--- src/rtl/ctrl_apb_master_pkg.sv ---
// Shared types for the control-plane APB master: response status codes and FSM states.
package ctrl_apb_master_pkg;

  typedef enum logic [1:0] {
    APB_OK      = 2'd0,
    APB_SLVERR  = 2'd1,
    APB_TIMEOUT = 2'd2,
    APB_DECERR  = 2'd3
  } apb_status_e;

  typedef enum logic [1:0] {
    IDLE   = 2'd0,
    SETUP  = 2'd1,
    ACCESS = 2'd2,
    RESP   = 2'd3
  } ctrl_apb_state_e;

endpackage

--- src/rtl/ctrl_apb_master_if.sv ---
// Command, response and APB signal bundle for ctrl_apb_master.
// Handshakes: a transfer happens on a rising edge where valid & ready are both high;
// valid must not depend on ready, and payload is stable while valid is high and not yet accepted.
interface ctrl_apb_master_if #(
  parameter int NUM_SLOTS = 16,
  parameter int ADDR_W    = 32,
  parameter int DATA_W    = 32
);
  logic                        cmd_valid;
  logic                        cmd_ready;
  logic                        cmd_write;
  logic [ADDR_W-1:0]           cmd_addr;
  logic [DATA_W-1:0]           cmd_wdata;
  logic                        rsp_valid;
  logic                        rsp_ready;
  logic [1:0]                  rsp_status;
  logic [DATA_W-1:0]           rsp_rdata;
  logic [NUM_SLOTS-1:0]        psel;
  logic                        penable;
  logic                        pwrite;
  logic [ADDR_W-1:0]           paddr;
  logic [DATA_W-1:0]           pwdata;
  logic [NUM_SLOTS*DATA_W-1:0] prdata;
  logic [NUM_SLOTS-1:0]        pready;
  logic [NUM_SLOTS-1:0]        pslverr;

  modport master (
    input  cmd_valid, cmd_write, cmd_addr, cmd_wdata, rsp_ready, prdata, pready, pslverr,
    output cmd_ready, rsp_valid, rsp_status, rsp_rdata, psel, penable, pwrite, paddr, pwdata
  );

  modport slave (
    output cmd_valid, cmd_write, cmd_addr, cmd_wdata, rsp_ready, prdata, pready, pslverr,
    input  cmd_ready, rsp_valid, rsp_status, rsp_rdata, psel, penable, pwrite, paddr, pwdata
  );
endinterface

--- src/rtl/ctrl_apb_master.sv ---
// Control-plane APB3 master: one command at a time, slot decode from the address,
// per-transfer timeout, and a status+data response.
module ctrl_apb_master
  import ctrl_apb_master_pkg::*;
#(
  parameter int NUM_SLOTS   = 16,
  parameter int SLOT_BITS   = 5,
  parameter int SLOT_LSB    = 16,
  parameter int ADDR_W      = 32,
  parameter int DATA_W      = 32,
  parameter int TIMEOUT_CYC = 256
) (
  input  logic            clk_ctrl,
  input  logic            rst_ctrl,
  ctrl_apb_master_if.master bus,
  output ctrl_apb_state_e dbg_state
);

  localparam int CNT_W = $clog2(TIMEOUT_CYC + 1);

  ctrl_apb_state_e       state_q, state_d;
  logic [SLOT_BITS-1:0]  slot_q, slot_d;
  logic [NUM_SLOTS-1:0]  psel_q, psel_d;
  logic                  penable_q, penable_d;
  logic                  pwrite_q, pwrite_d;
  logic [ADDR_W-1:0]     paddr_q, paddr_d;
  logic [DATA_W-1:0]     pwdata_q, pwdata_d;
  logic [CNT_W-1:0]      cnt_q, cnt_d;
  logic                  rsp_valid_q, rsp_valid_d;
  apb_status_e           status_q, status_d;
  logic [DATA_W-1:0]     rdata_q, rdata_d;

  logic [SLOT_BITS-1:0]  cmd_slot;
  logic                  cmd_in_range;
  logic [NUM_SLOTS-1:0]  cmd_onehot;
  logic [DATA_W-1:0]     sel_prdata;
  logic                  sel_pready;
  logic                  sel_pslverr;

  assign cmd_slot     = bus.cmd_addr[SLOT_LSB +: SLOT_BITS];
  assign cmd_in_range = int'(cmd_slot) < NUM_SLOTS;

  // Decode and slave-return muxing; non-selected slots never reach the FSM.
  always_comb begin
    cmd_onehot  = '0;
    sel_prdata  = '0;
    sel_pready  = 1'b0;
    sel_pslverr = 1'b0;
    for (int i = 0; i < NUM_SLOTS; i++) begin
      cmd_onehot[i] = (cmd_slot == SLOT_BITS'(i));
      if (slot_q == SLOT_BITS'(i)) begin
        sel_prdata  = bus.prdata[i*DATA_W +: DATA_W];
        sel_pready  = bus.pready[i];
        sel_pslverr = bus.pslverr[i];
      end
    end
  end

  always_comb begin
    state_d     = state_q;
    slot_d      = slot_q;
    psel_d      = psel_q;
    penable_d   = penable_q;
    pwrite_d    = pwrite_q;
    paddr_d     = paddr_q;
    pwdata_d    = pwdata_q;
    cnt_d       = cnt_q;
    rsp_valid_d = rsp_valid_q;
    status_d    = status_q;
    rdata_d     = rdata_q;
    case (state_q)
      IDLE: begin
        if (bus.cmd_valid) begin
          slot_d = cmd_slot;
          if (cmd_in_range) begin
            pwrite_d = bus.cmd_write;
            paddr_d  = bus.cmd_addr;
            pwdata_d = bus.cmd_wdata;
            psel_d   = cmd_onehot;
            state_d  = SETUP;
          end else begin
            // Out-of-range slot: answer directly, the APB bus stays untouched.
            rsp_valid_d = 1'b1;
            status_d    = APB_DECERR;
            rdata_d     = '0;
            state_d     = RESP;
          end
        end
      end
      SETUP: begin
        penable_d = 1'b1;
        cnt_d     = CNT_W'(1);
        state_d   = ACCESS;
      end
      ACCESS: begin
        if (sel_pready) begin
          psel_d      = '0;
          penable_d   = 1'b0;
          rsp_valid_d = 1'b1;
          status_d    = sel_pslverr ? APB_SLVERR : APB_OK;
          rdata_d     = (!pwrite_q && !sel_pslverr) ? sel_prdata : '0;
          cnt_d       = '0;
          state_d     = RESP;
        end else if (cnt_q == CNT_W'(TIMEOUT_CYC)) begin
          psel_d      = '0;
          penable_d   = 1'b0;
          rsp_valid_d = 1'b1;
          status_d    = APB_TIMEOUT;
          rdata_d     = '0;
          cnt_d       = '0;
          state_d     = RESP;
        end else begin
          cnt_d = cnt_q + CNT_W'(1);
        end
      end
      RESP: begin
        if (bus.rsp_ready) begin
          rsp_valid_d = 1'b0;
          state_d     = IDLE;
        end
      end
      default: state_d = IDLE;
    endcase
  end

  always_ff @(posedge clk_ctrl) begin
    if (rst_ctrl) begin
      state_q     <= IDLE;
      slot_q      <= '0;
      psel_q      <= '0;
      penable_q   <= 1'b0;
      pwrite_q    <= 1'b0;
      paddr_q     <= '0;
      pwdata_q    <= '0;
      cnt_q       <= '0;
      rsp_valid_q <= 1'b0;
      status_q    <= APB_OK;
      rdata_q     <= '0;
    end else begin
      state_q     <= state_d;
      slot_q      <= slot_d;
      psel_q      <= psel_d;
      penable_q   <= penable_d;
      pwrite_q    <= pwrite_d;
      paddr_q     <= paddr_d;
      pwdata_q    <= pwdata_d;
      cnt_q       <= cnt_d;
      rsp_valid_q <= rsp_valid_d;
      status_q    <= status_d;
      rdata_q     <= rdata_d;
    end
  end

  assign bus.cmd_ready  = (state_q == IDLE);
  assign bus.psel       = psel_q;
  assign bus.penable    = penable_q;
  assign bus.pwrite     = pwrite_q;
  assign bus.paddr      = paddr_q;
  assign bus.pwdata     = pwdata_q;
  assign bus.rsp_valid  = rsp_valid_q;
  assign bus.rsp_status = status_q;
  assign bus.rsp_rdata  = rdata_q;
  assign dbg_state      = state_q;

endmodule

--- src/flat_wrapper.sv ---
// flat-port wrapper written by rule: the top's interface ports become plain ports
module ctrl_apb_master_flat import ctrl_apb_master_pkg::*;
#(
  parameter int NUM_SLOTS   = 16,
  parameter int SLOT_BITS   = 5,
  parameter int SLOT_LSB    = 16,
  parameter int ADDR_W      = 32,
  parameter int DATA_W      = 32,
  parameter int TIMEOUT_CYC = 256
)
  (clk_ctrl, rst_ctrl, dbg_state, bus_cmd_valid, bus_cmd_write, bus_cmd_addr, bus_cmd_wdata, bus_rsp_ready, bus_prdata, bus_pready, bus_pslverr, bus_cmd_ready, bus_rsp_valid, bus_rsp_status, bus_rsp_rdata, bus_psel, bus_penable, bus_pwrite, bus_paddr, bus_pwdata);
  ctrl_apb_master_if #(.NUM_SLOTS(NUM_SLOTS), .ADDR_W(ADDR_W), .DATA_W(DATA_W)) bus_i ();
  input  logic clk_ctrl;
  input  logic rst_ctrl;
  output ctrl_apb_state_e dbg_state;
  input wire logic [$bits(bus_i.cmd_valid)-1:0] bus_cmd_valid;
  input wire logic [$bits(bus_i.cmd_write)-1:0] bus_cmd_write;
  input wire logic [$bits(bus_i.cmd_addr)-1:0] bus_cmd_addr;
  input wire logic [$bits(bus_i.cmd_wdata)-1:0] bus_cmd_wdata;
  input wire logic [$bits(bus_i.rsp_ready)-1:0] bus_rsp_ready;
  input wire logic [$bits(bus_i.prdata)-1:0] bus_prdata;
  input wire logic [$bits(bus_i.pready)-1:0] bus_pready;
  input wire logic [$bits(bus_i.pslverr)-1:0] bus_pslverr;
  output wire logic [$bits(bus_i.cmd_ready)-1:0] bus_cmd_ready;
  output wire logic [$bits(bus_i.rsp_valid)-1:0] bus_rsp_valid;
  output wire logic [$bits(bus_i.rsp_status)-1:0] bus_rsp_status;
  output wire logic [$bits(bus_i.rsp_rdata)-1:0] bus_rsp_rdata;
  output wire logic [$bits(bus_i.psel)-1:0] bus_psel;
  output wire logic [$bits(bus_i.penable)-1:0] bus_penable;
  output wire logic [$bits(bus_i.pwrite)-1:0] bus_pwrite;
  output wire logic [$bits(bus_i.paddr)-1:0] bus_paddr;
  output wire logic [$bits(bus_i.pwdata)-1:0] bus_pwdata;
  assign bus_i.cmd_valid = bus_cmd_valid;
  assign bus_i.cmd_write = bus_cmd_write;
  assign bus_i.cmd_addr = bus_cmd_addr;
  assign bus_i.cmd_wdata = bus_cmd_wdata;
  assign bus_i.rsp_ready = bus_rsp_ready;
  assign bus_i.prdata = bus_prdata;
  assign bus_i.pready = bus_pready;
  assign bus_i.pslverr = bus_pslverr;
  assign bus_cmd_ready = bus_i.cmd_ready;
  assign bus_rsp_valid = bus_i.rsp_valid;
  assign bus_rsp_status = bus_i.rsp_status;
  assign bus_rsp_rdata = bus_i.rsp_rdata;
  assign bus_psel = bus_i.psel;
  assign bus_penable = bus_i.penable;
  assign bus_pwrite = bus_i.pwrite;
  assign bus_paddr = bus_i.paddr;
  assign bus_pwdata = bus_i.pwdata;
  ctrl_apb_master #(.NUM_SLOTS(NUM_SLOTS), .SLOT_BITS(SLOT_BITS), .SLOT_LSB(SLOT_LSB), .ADDR_W(ADDR_W), .DATA_W(DATA_W), .TIMEOUT_CYC(TIMEOUT_CYC)) u_core (.clk_ctrl(clk_ctrl), .rst_ctrl(rst_ctrl), .bus(bus_i), .dbg_state(dbg_state));
endmodule
--- config.mk ---
export PLATFORM = sky130hd
export DESIGN_NAME = ctrl_apb_master_flat
export DESIGN_NICKNAME = d
export VERILOG_FILES = /design/src/rtl/ctrl_apb_master_pkg.sv /design/src/rtl/ctrl_apb_master_if.sv /design/src/rtl/ctrl_apb_master.sv /design/src/flat_wrapper.sv
export SDC_FILE = /design/constraint.sdc
export NUM_CORES = 1
export LEC_CHECK = 0
export CAP_MARGIN = 20
export CORE_AREA = 10 10 280 282
export DETAILED_ROUTE_END_ITERATION = 8
export DIE_AREA = 0 0 290 292
export PLACE_DENSITY_LB_ADDON = 0.1
export SYNTH_ARGS = -nofsm -noshare
export SYNTH_HDL_FRONTEND = slang
export SYNTH_SLANG_ARGS = --single-unit
--- constraint.sdc ---
create_clock -name clk_ctrl -period 2.5 [get_ports clk_ctrl]
set_input_delay 0.75 -clock clk_ctrl [delete_from_list [all_inputs] [get_ports clk_ctrl]]
set_output_delay 0.75 -clock clk_ctrl [all_outputs]
set_load 0.02 [all_outputs]
After elaboration in Yosys (flattened, before gate mapping)
Index checks and enable logic that the tools add are counted.
{"block": "word_totals", "ff_bits": 133, "in_bits": 613, "output_inout_bits": 120, "word_cells": 151}
{"block": "op_classes", "addsub": 1, "n_lt_le_gt_ge": 1, "eq_ne": 39, "mux": 83, "reduce_logical": 16}
{"operator": "$mux 32", "n": 21}
{"operator": "$eq 5x4->1 const B", "n": 16}
{"operator": "$mux 16", "n": 4}
{"operator": "$pmux 32 s2", "n": 1}
{"operator": "$eq 5x3->1 const B", "n": 8}
{"operator": "$mux 1", "n": 40}
{"operator": "$pmux 16 s2", "n": 1}
{"operator": "$eq 5x2->1 const B", "n": 4}
{"operator": "$mux 2", "n": 9}
{"operator": "$mux 9", "n": 2}
{"operator": "$pmux 9 s2", "n": 1}
{"operator": "$eq 5x1->1 const B", "n": 2}
{"operator": "$logic_not 5->1", "n": 2}
{"operator": "$add 9x1->9 const B", "n": 1}
{"operator": "$eq 9x9->1 const B", "n": 1}
{"operator": "$pmux 2 s4", "n": 1}
{"operator": "$reduce_and 4->1", "n": 2}
{"operator": "$ne 2x2->1 const B", "n": 3}
{"operator": "$reduce_and 3->1", "n": 2}
{"operator": "$lt 5x5->1 const B", "n": 1}
{"operator": "$reduce_and 5->1", "n": 1}
{"operator": "$eq 2x2->1 const B", "n": 2}
{"operator": "$pmux 2 s2", "n": 1}
{"operator": "$reduce_and 2->1", "n": 2}
{"operator": "10 further kinds", "n": 12}

Depth between registers and ports, before layout
{"block": "depth", "ltp_word": 22, "ltp_mapped": 11, "mapped_depth_nobuf": 8}

Worst setup path before layout
OpenSTA, ideal clock, no wires.
{"block": "synth_path", "kind": "reg2reg", "from": "register u_core.state_q[0] (netlist: u_core.dbg_state[0])", "to": "register u_core.pwrite_q (netlist: u_core.bus.pwrite)", "setup_time_ns": 0.070, "t_arrival_ns": 2.379, "t_required_ns": 2.430, "setup_slack_ns": 0.051, "stages_incl_launch_ff": 11, "path_buffers": 4, "synth_period_minus_slack_ns": 2.449, "cell_sequence": "dfxtp_1 -> inv_1 -> ha_1 -> clkbuf_1 -> nand2_1 -> or2_2 -> clkbuf_1 -> clkbuf_1 -> buf_1 -> nand2_1 -> a21oi_1"}
{"block": "synth_between", "elab_chain_len": 2}
{"item": "start, declared", "line": "ctrl_apb_master.sv:21", "rtl": "ctrl_apb_state_e state_q, state_d;"}
{"item": "start signal, assigned", "line": "ctrl_apb_master.sv:140", "rtl": "state_q <= state_d;"}
{"item": "$logic_not 2->1"}
{"item": "net bus_cmd_ready", "line": "flat_wrapper.sv:24", "rtl": "output wire logic [$bits(bus_i.cmd_ready)-1:0] bus_cmd_ready;"}
{"item": "$reduce_and 3->1 (no source line)"}
{"item": "end signal, assigned", "line": "ctrl_apb_master.sv:144", "rtl": "pwrite_q <= pwrite_d;"}
{"item": "end, declared", "line": "ctrl_apb_master.sv:25", "rtl": "logic pwrite_q, pwrite_d;"}
The timed path passes the listed nets, and every way through them passes these cells.
A chain may end at the register's enable or synchronous reset.

Final worst setup path
{"block": "layout_path", "from": "register u_core.slot_q[1]", "to": "register u_core.rdata_q[13] (netlist: u_core.bus.rsp_rdata[13])"}
{"block": "layout_between", "elab_chain_len": 22, "word_cells_on_any_way": 71, "classes_between": "eq/ne (16); mux (51); reduce/logical (4)"}
{"item": "start, declared", "line": "ctrl_apb_master.sv:22", "rtl": "logic [SLOT_BITS-1:0] slot_q, slot_d;"}
{"item": "start signal, assigned", "line": "ctrl_apb_master.sv:141", "rtl": "slot_q <= slot_d;"}
{"item": "$logic_not 5->1", "line": "ctrl_apb_master.sv:51", "rtl": "if (slot_q == SLOT_BITS'(i)) begin"}
{"item": "$mux 1 (16 in a row)", "line": "ctrl_apb_master.sv:51"}
{"item": "$logic_not 1->1", "line": "ctrl_apb_master.sv:101", "rtl": "rdata_d = (!pwrite_q && !sel_pslverr) ? sel_prdata : '0;"}
{"item": "$logic_and 1x1->1", "line": "ctrl_apb_master.sv:101"}
{"item": "$mux 32", "line": "ctrl_apb_master.sv:101"}
{"item": "$mux 32", "line": "ctrl_apb_master.sv:96", "rtl": "if (sel_pready) begin"}
{"item": "$pmux 32 s2", "line": "ctrl_apb_master.sv:71", "rtl": "case (state_q)"}
{"item": "end signal, assigned", "line": "ctrl_apb_master.sv:150", "rtl": "rdata_q <= rdata_d;"}
{"item": "end, declared", "line": "ctrl_apb_master.sv:31", "rtl": "logic [DATA_W-1:0] rdata_q, rdata_d;"}
Several ways; a longest one is shown, not always the timed one.

==> results.md <==
* GRT Util Overall at between 20 and 25%
* Crit. End Element: flop
* Non-filler cells in the finished layout at between 3000 and 4000
* Initial antenna violation count at 63
* Row cnt at 99
* Crit path largest cell delay at 0.36 ns
* Hold path startpoint: u_core.bus.pwdata[27]
* CP required at 2.86 ns
* Static Leak at between 0.007 and 0.008 uW
* CP cell instances: buf_8, buf_6, buf_16, mux2i_4, buf_4, nand2_1, a32oi_1, a41oi_2, buf_4, o21ai_1, o32ai_1
* Worst reg-to-reg path cell count at 11
* CP bufs+invs at 5
* R2R Path End: u_core.bus.rsp_rdata[13]
* Die H at 292 um
* Setup CP Type: reg2reg
* Synth Register Bits at 133
* Syn_nets at 1936
* DIE AREA at 84680 um2
* Post-synth top area share at 26.36%
* CTS tree: done
* GRT overflow at 0
* Number of synthesized flops with an enable pin at 0
* Top-count cell post-synth: nand2_1
* 1st-pass router iterations at 5
* Final setup violation count at 0
* Worst r2r src: u_core.slot_q[1]
* Initial Utilization at 13.91%
* Sequential standard cell area at 2679 um2
* Max IR drop VDD at 472.0 uV
* Hold Path Sink: u_core.bus.pwdata[27]
* Synth top cells by count: nand2_1 (206), a21oi_1 (137), dfxtp_1 (133)
* Reg clk slew, reported paths at 0.07 ns
* Worst clock skew at 0.01203 ns
* Area occupied by multi-input gates at 6993 um2
* Final number of max-transition violations at 0
* FF-to-FF setup slack at between 0.03 and 0.04 ns
* Largest net degree at the start of global routing at 70
* First-pass GRT wire length at 137700 um
* Post-DR wirelength/cell at between 30 and 40 um
* Proportion of layout cells with a drive suffix above 1 at a little under a fifth
* Post-route DRC at 0
* Fin nets at between 2000 and 3000
* Detail Placement HPWL at approximately 86000 um
* Sink Count at approximately 130
* Final critical-path share of the clock period at between 90% and 100%
* Vias in the first global route at 15730
* Clk_lat worst skew at 0.48 ns
* Vias per cell at 4.745
* DRT Wirelength at 104300 um
* Yosys Warn Count at 0
* Crit path time final at 2.461 ns
* MaxCap Viol Count at 0
* Ys async rst share at 0%
* Area grow syn2layout at 112.5%
* CTS Root Cell: clkbuf_16
* Core area at 72590 um2
* Number of port buffers at 732
* Startpoint types: flop
* Outcome: finished, final reports clean
* Cell Pwr Density at 591.5 nW/um2
* Vias at between 15000 and 20000
* H-tree depth at 4
* Total negative slack at 0 ns
* Most used cell, CP: buf_4
* Sequential share of the synthesized area at 26.36%
* Die Wd at 290 um
* Inst Count DP at 3105
* Initial DRC Count at between 900 and 1000
* Syn Inst Count at 1317
* Synth unique cells at 83
* Post-Syn Area at about 10000 um2
* Unrepaired setup endpoints after global routing: yes
* Boundary Pins at 733
* CTS buffer count at 17
* Tightest Pin Transition at 0.7226 ns
* Slew margin rel. at 51.15%
* Synth area leader: dfxtp_1
* Mean Syn Cell Area at 7.669 um2
* Worst hold path depth at 2
* Crit path max-delay family: buffers and inverters
* Slowest CP cell: dfxtp_4
* GP Congestion at approximately 0.92
* HP Class: reg2reg
* Top_reg_cell synth: dfxtp_1
* Worst hold slack at 0.4531 ns
* CP max FO at 19
* ANT nets after route at 0
* Max Fclk at approximately 400 MHz
* CTS max path bufs at 2
* WP data arrival at 2.82 ns
* Synth area leaders: dfxtp_1 (26%), nand2_1 (7.7%), a21oi_1 (6.8%), mux4_2 (4.7%), mux2i_1 (3.2%)
* Final Hold Fails at 0
* Filler cells at 7841
where the power goes:
| group | internal [uW] | switching, uW | total, uW | leakage (uW) |
|---|---|---|---|---|
| Sequential | 2310 | 135 | 2450 | 0.00108 |
| Combinational | 3580 | 3990 | 7570 | 0.00613 |
| Clock | 1480 | 1200 | 2670 | 0.000279 |
| Total | 7370 | 5320 | 12700 | 0.00749 |
worst register-to-register path: stages (launching register included):
cell,delay [ns]
dfxtp_4,0.36
buf_8,0.16
buf_6,0.18
buf_16,0.20
mux2i_4,0.34
buf_4,0.15
nand2_1,0.05
a32oi_1,0.23
a41oi_2,0.26
buf_4,0.22
o21ai_1,0.11
o32ai_1,0.09
registers in the layout (all words and copies together), names as in the netlist, 2 cells and up:
register,cells
u_core.bus.paddr,32
u_core.bus.pwdata,32
u_core.bus.psel,16
u_core.bus.rsp_rdata,32
u_core.cnt_q,9
u_core.slot_q,5
u_core.bus.rsp_status,2
u_core.dbg_state,2
per-layer routing:
metal	routed length [um]	up-vias	track usage, %	share of wire (%)
li1	-	6783	-	-
met1	38690	7438	24.63	37
met2	53060	676	41.97	51
met3	9029	169	8.386	8.7
met4	3124	56	7.471	3.0
met5	351	-	0	0.34
worst max path at each step:
stage                              from                        to  slack (ns)  depth (start not counted)
floorplan           u_core.dbg_state[0]         u_core.bus.pwrite        0.05                         10
global placement          bus_prdata[0]   u_core.bus.rsp_rdata[0]       -0.65                          8
detailed placement        bus_prdata[0]   u_core.bus.rsp_rdata[0]       -0.60                          8
CTS                    u_core.slot_q[3]  u_core.bus.rsp_rdata[11]       -0.03                         10
global route           u_core.slot_q[3]  u_core.bus.rsp_rdata[31]       -0.02                         11
finish                 u_core.slot_q[1]  u_core.bus.rsp_rdata[13]        0.04                         11
logic make-up (layout without fill, tap and decap cells):
logic type	after synthesis	count (layout)	share of synthesized area, %
simple gates	458	458	21.78
fa+ha+maj	6	6	0.7433
mux	69	69	9.638
compound gates	481	481	33.65
flops	133	133	26.36
buf+inv	167	1055	7.569
other cells	0	23	0
xor+xnor	3	3	0.2602
area by class of cell:
| cell class | count | share of cell area (%) |
|---|---|---|
| timing repair buffer | 987 | 45.74 |
| inverter | 36 | 0.6296 |
| multi-input combinational | 1017 | 32.58 |
| clock inverter | 14 | 0.7112 |
| clock buffer | 18 | 1.999 |
| tap | 959 | 5.590 |
| sequential | 133 | 12.48 |
| antenna | 23 | 0.2681 |
repair_timing:
item	4_1_cts	5_1_grt
gates resized for setup	34	53
buffers inserted	5	15
setup endpoints to repair	33	52
gates cloned	1	6
pin swaps	4	16
hold buffers	0	0
per-stage QoR:
| step | setup WS, ns | total power, uW | area, um2 | util (%) |
|---|---|---|---|---|
| 2_1_floorplan | 0.05083 | 5367 | 10100 | - |
| 3_5_place_dp | -0.6025 | 9657 | 20130 | 27.74 |
| 6_report | 0.03923 | 12700 | 21460 | 29.57 |
| 3_3_place_gp | -0.6538 | 9664 | 20120 | 27.72 |
| 4_1_cts | -0.03416 | 12580 | 20930 | 28.84 |
| 5_1_grt | -0.01564 | 13280 | 21440 | 29.54 |
placed cells by master, fill, tap and decap left out, types with 15 or more instances in the layout:
cell and count:
clkdlybuf4s50_1 730, nand2_1 205, buf_4 202, a21oi_1 134, dfxtp_1 128, nor2_1 66, o21ai_0 48, nand3_1 38
inv_1 35, a22oi_1 35, mux2i_1 31, buf_12 28, diode_2 23, nand2b_1 23, o32ai_1 22, clkbuf_16 22
mux4_2 21, a221oi_1 21, a22o_1 20, o2bb2ai_1 19, o22ai_1 17, mux2_2 16, o211ai_1 15, nor3_1 15
No activity file was read; power rests on OpenSTA's default activity.
==> RTL change, RTL diff (same settings) <==
Reset style: asynchronous (`rst_ctrl`), changed in one clocked block.
--- a/src/rtl/ctrl_apb_master.sv
+++ b/src/rtl/ctrl_apb_master.sv
@@ -123,7 +123,7 @@
     endcase
   end
 
-  always_ff @(posedge clk_ctrl) begin
+  always_ff @(posedge clk_ctrl or posedge rst_ctrl) begin
     if (rst_ctrl) begin
       state_q     <= IDLE;
       slot_q      <= '0;
Formal check against the unedited RTL: differs if rst_ctrl is asserted again (counterexample within 4 cycles, from zero or initial values and one cycle with rst_ctrl high); with rst_ctrl held inactive, the same outputs for 4 cycles.
==> RTL change against the unedited design <==
The flow now finishes with violations (negative setup slack). First-iteration DRC count down 14%. Routed wire length down 2.6%. Synthesized cell count down 3.3%. Final cell count down 0.19%. Area after synthesis down 1.1%. Design area up 0.66%. Setup slack worse by 190 ps. Sequential cell count unchanged. Critical path type unchanged. Highest routed layer unchanged.
Power is not compared: it rests on default switching activity, and its combinational part moved more than twofold at a synthesized area within 25%.
==> RTL change: results (changes against the unedited design) <==
outcome=complete, but fails checks; failing checks=negative setup slack; Resize count post-CTS=13 (-62%); final net count=2808 (-0.11%); CP peak stage delay=490 ps (+130 ps); Synth warnings=0 (unchanged); Placed Area=0.0204 mm² (+1.3%); first-pass GRT wire length=135 mm (-1.9%); initial antenna violation count=53 (-16%); Fillers=7819 (-0.28%); Post-synth ARST share=1.00 (+1.00); Synth top cells by count=280 x nand2_1, 133 x dfrtp_1, 116 x a21oi_1; Max Buffers Root-to-Sink=2 (unchanged); final WL=102 mm (-2.6%); Critical Path Fanout Max=9 (-10); critical path's top delay family=compound AO/OA/AOI/OAI gates; largest cells by area after synthesis=dfrtp_1 33%, nand2_1 11%, a21oi_1 5.8%, a22oi_1 5.7%, a22o_1 4.9%; Non-Filler Instances=3181 (-0.19%); switching power=about 0.010 W; part of the Yosys area used for sequential elements=0.333 (+0.0695); Worst Hold Class=flip-flop to flip-flop; CTS H-tree lvls=4 (unchanged); ys flop type=dfrtp_1; Clock Skews=16.7 ps (+4.64 ps); I/O Buffers=732 (unchanged); Netlist cell types=80 (-3.6%); Clk pin slew, worst setup/hold paths=70 ps (about the same); vias in the first global route=15413 (-2.0%); Hold Crit Start=u_core.bus.pwdata[8]$_DFFE_PP0P_; Max IR drop VDD=0.000589 V; drt pass-1 iters=5 (unchanged); Via-to-Cell Ratio=4.57 (-3.7%); WHS Endpoint=u_core.bus.pwdata[8]$_DFFE_PP0P_; CP startpoint kind=flip-flop; DP Cell Count=3098 (-0.23%); layout cells sized above 1=0.181 (-0.00202); Iteration-0 DRC Markers=838 (-14%); Place WS=-452 ps (+151 ps); Worst Setup EP=u_core.bus.rsp_rdata[16]$_DFFE_PP0P_; Post-CTS Setup Bufs=6 (+1); TritonCTS Buffers=17 (unchanged); setup_tns=-6350 ps (-6350 ps); # setup viols final=49 (+49); RePlAce Congestion=0.936 (+1.7%); Reg area=0.00333 mm² (+24%); Reg2Reg Setup Slack=-160 ps (-190 ps); final setup margin=-155 ps (-195 ps); Post-Syn Nets=1892 (-2.3%); DP Wirelength=85.6 mm (-0.32%); largest net degree at the start of global routing=73 (+4.3%); clock root buffer=clkbuf_16; Slowest-stage cell, CP=dfrtp_2; Leak Pwr=8.74 nW; Setup crit start=u_core.slot_q[3]$_DFFE_PP0P_; max_slew headroom=0.443 (-0.0686); Overall Global Routing Usage=0.227 (-0.00437); Post-Synthesis Mean Instance Area=7.85 µm² (+2.4%); WHS=472 ps (+18.6 ps)
==> RTL change: changes by cell type after synthesis, moves of 27 or more <==
cell	delta
a22o_1	+36
a22oi_1	+35
buf_2	-27
dfrtp_1	+133
dfxtp_1	-133
mux2i_1	-28
nand2_1	+74
==> RTL change: kinds of logic (layout without fill, tap and decap cells) <==
| logic type | count (synthesis) | count (layout) | share of synthesized area |
|---|---|---|---|
| buffers and inverters | 126 | 1055 | 0.0596 |
| multiplexers | 25 | 25 | 0.0277 |
| adder cells (fa/ha/maj) | 6 | 6 | 0.00751 |
| XOR/XNOR | 3 | 3 | 0.00263 |
| AO/OA/AOI/OAI | 470 | 470 | 0.335 |
| other | 0 | 20 | 0 |
| flip-flops | 133 | 133 | 0.333 |
| AND/OR/NAND/NOR | 510 | 510 | 0.235 |
==> RTL change: routing by layer <==
| metal | share of wire | vias to the layer above | global-route usage |
|---|---|---|---|
| met1 | 0.38 | 7111 | 0.249 |
| met3 | 0.083 | 132 | 0.0816 |
| met4 | 0.022 | 54 | 0.0516 |
| li1 | - | 6616 | - |
| met2 | 0.51 | 625 | 0.413 |
| met5 | 0.0037 | - | 0 |
==> RTL change: final cells by class <==
cell class,count,share of cell area
inverter,21,0.00382
timing repair buffer,1002,0.461
clock buffer,18,0.0199
tap,959,0.0555
multi-input combinational,1014,0.297
sequential,133,0.154
clock inverter,14,0.00643
antenna,20,0.00232
==> RTL change: power groups by stage <==
stage / clock (W) / combinational [W] / sequential, W
detailed placement: 0 / 0.0151 / 0.00359
global route: 0.00275 / 0.0168 / 0.00366
finish: 0.00258 / 0.0157 / 0.00356
global placement: 0 / 0.0152 / 0.00358
CTS: 0.00268 / 0.0153 / 0.00357
floorplan: 0 / 0.00560 / 0.00435
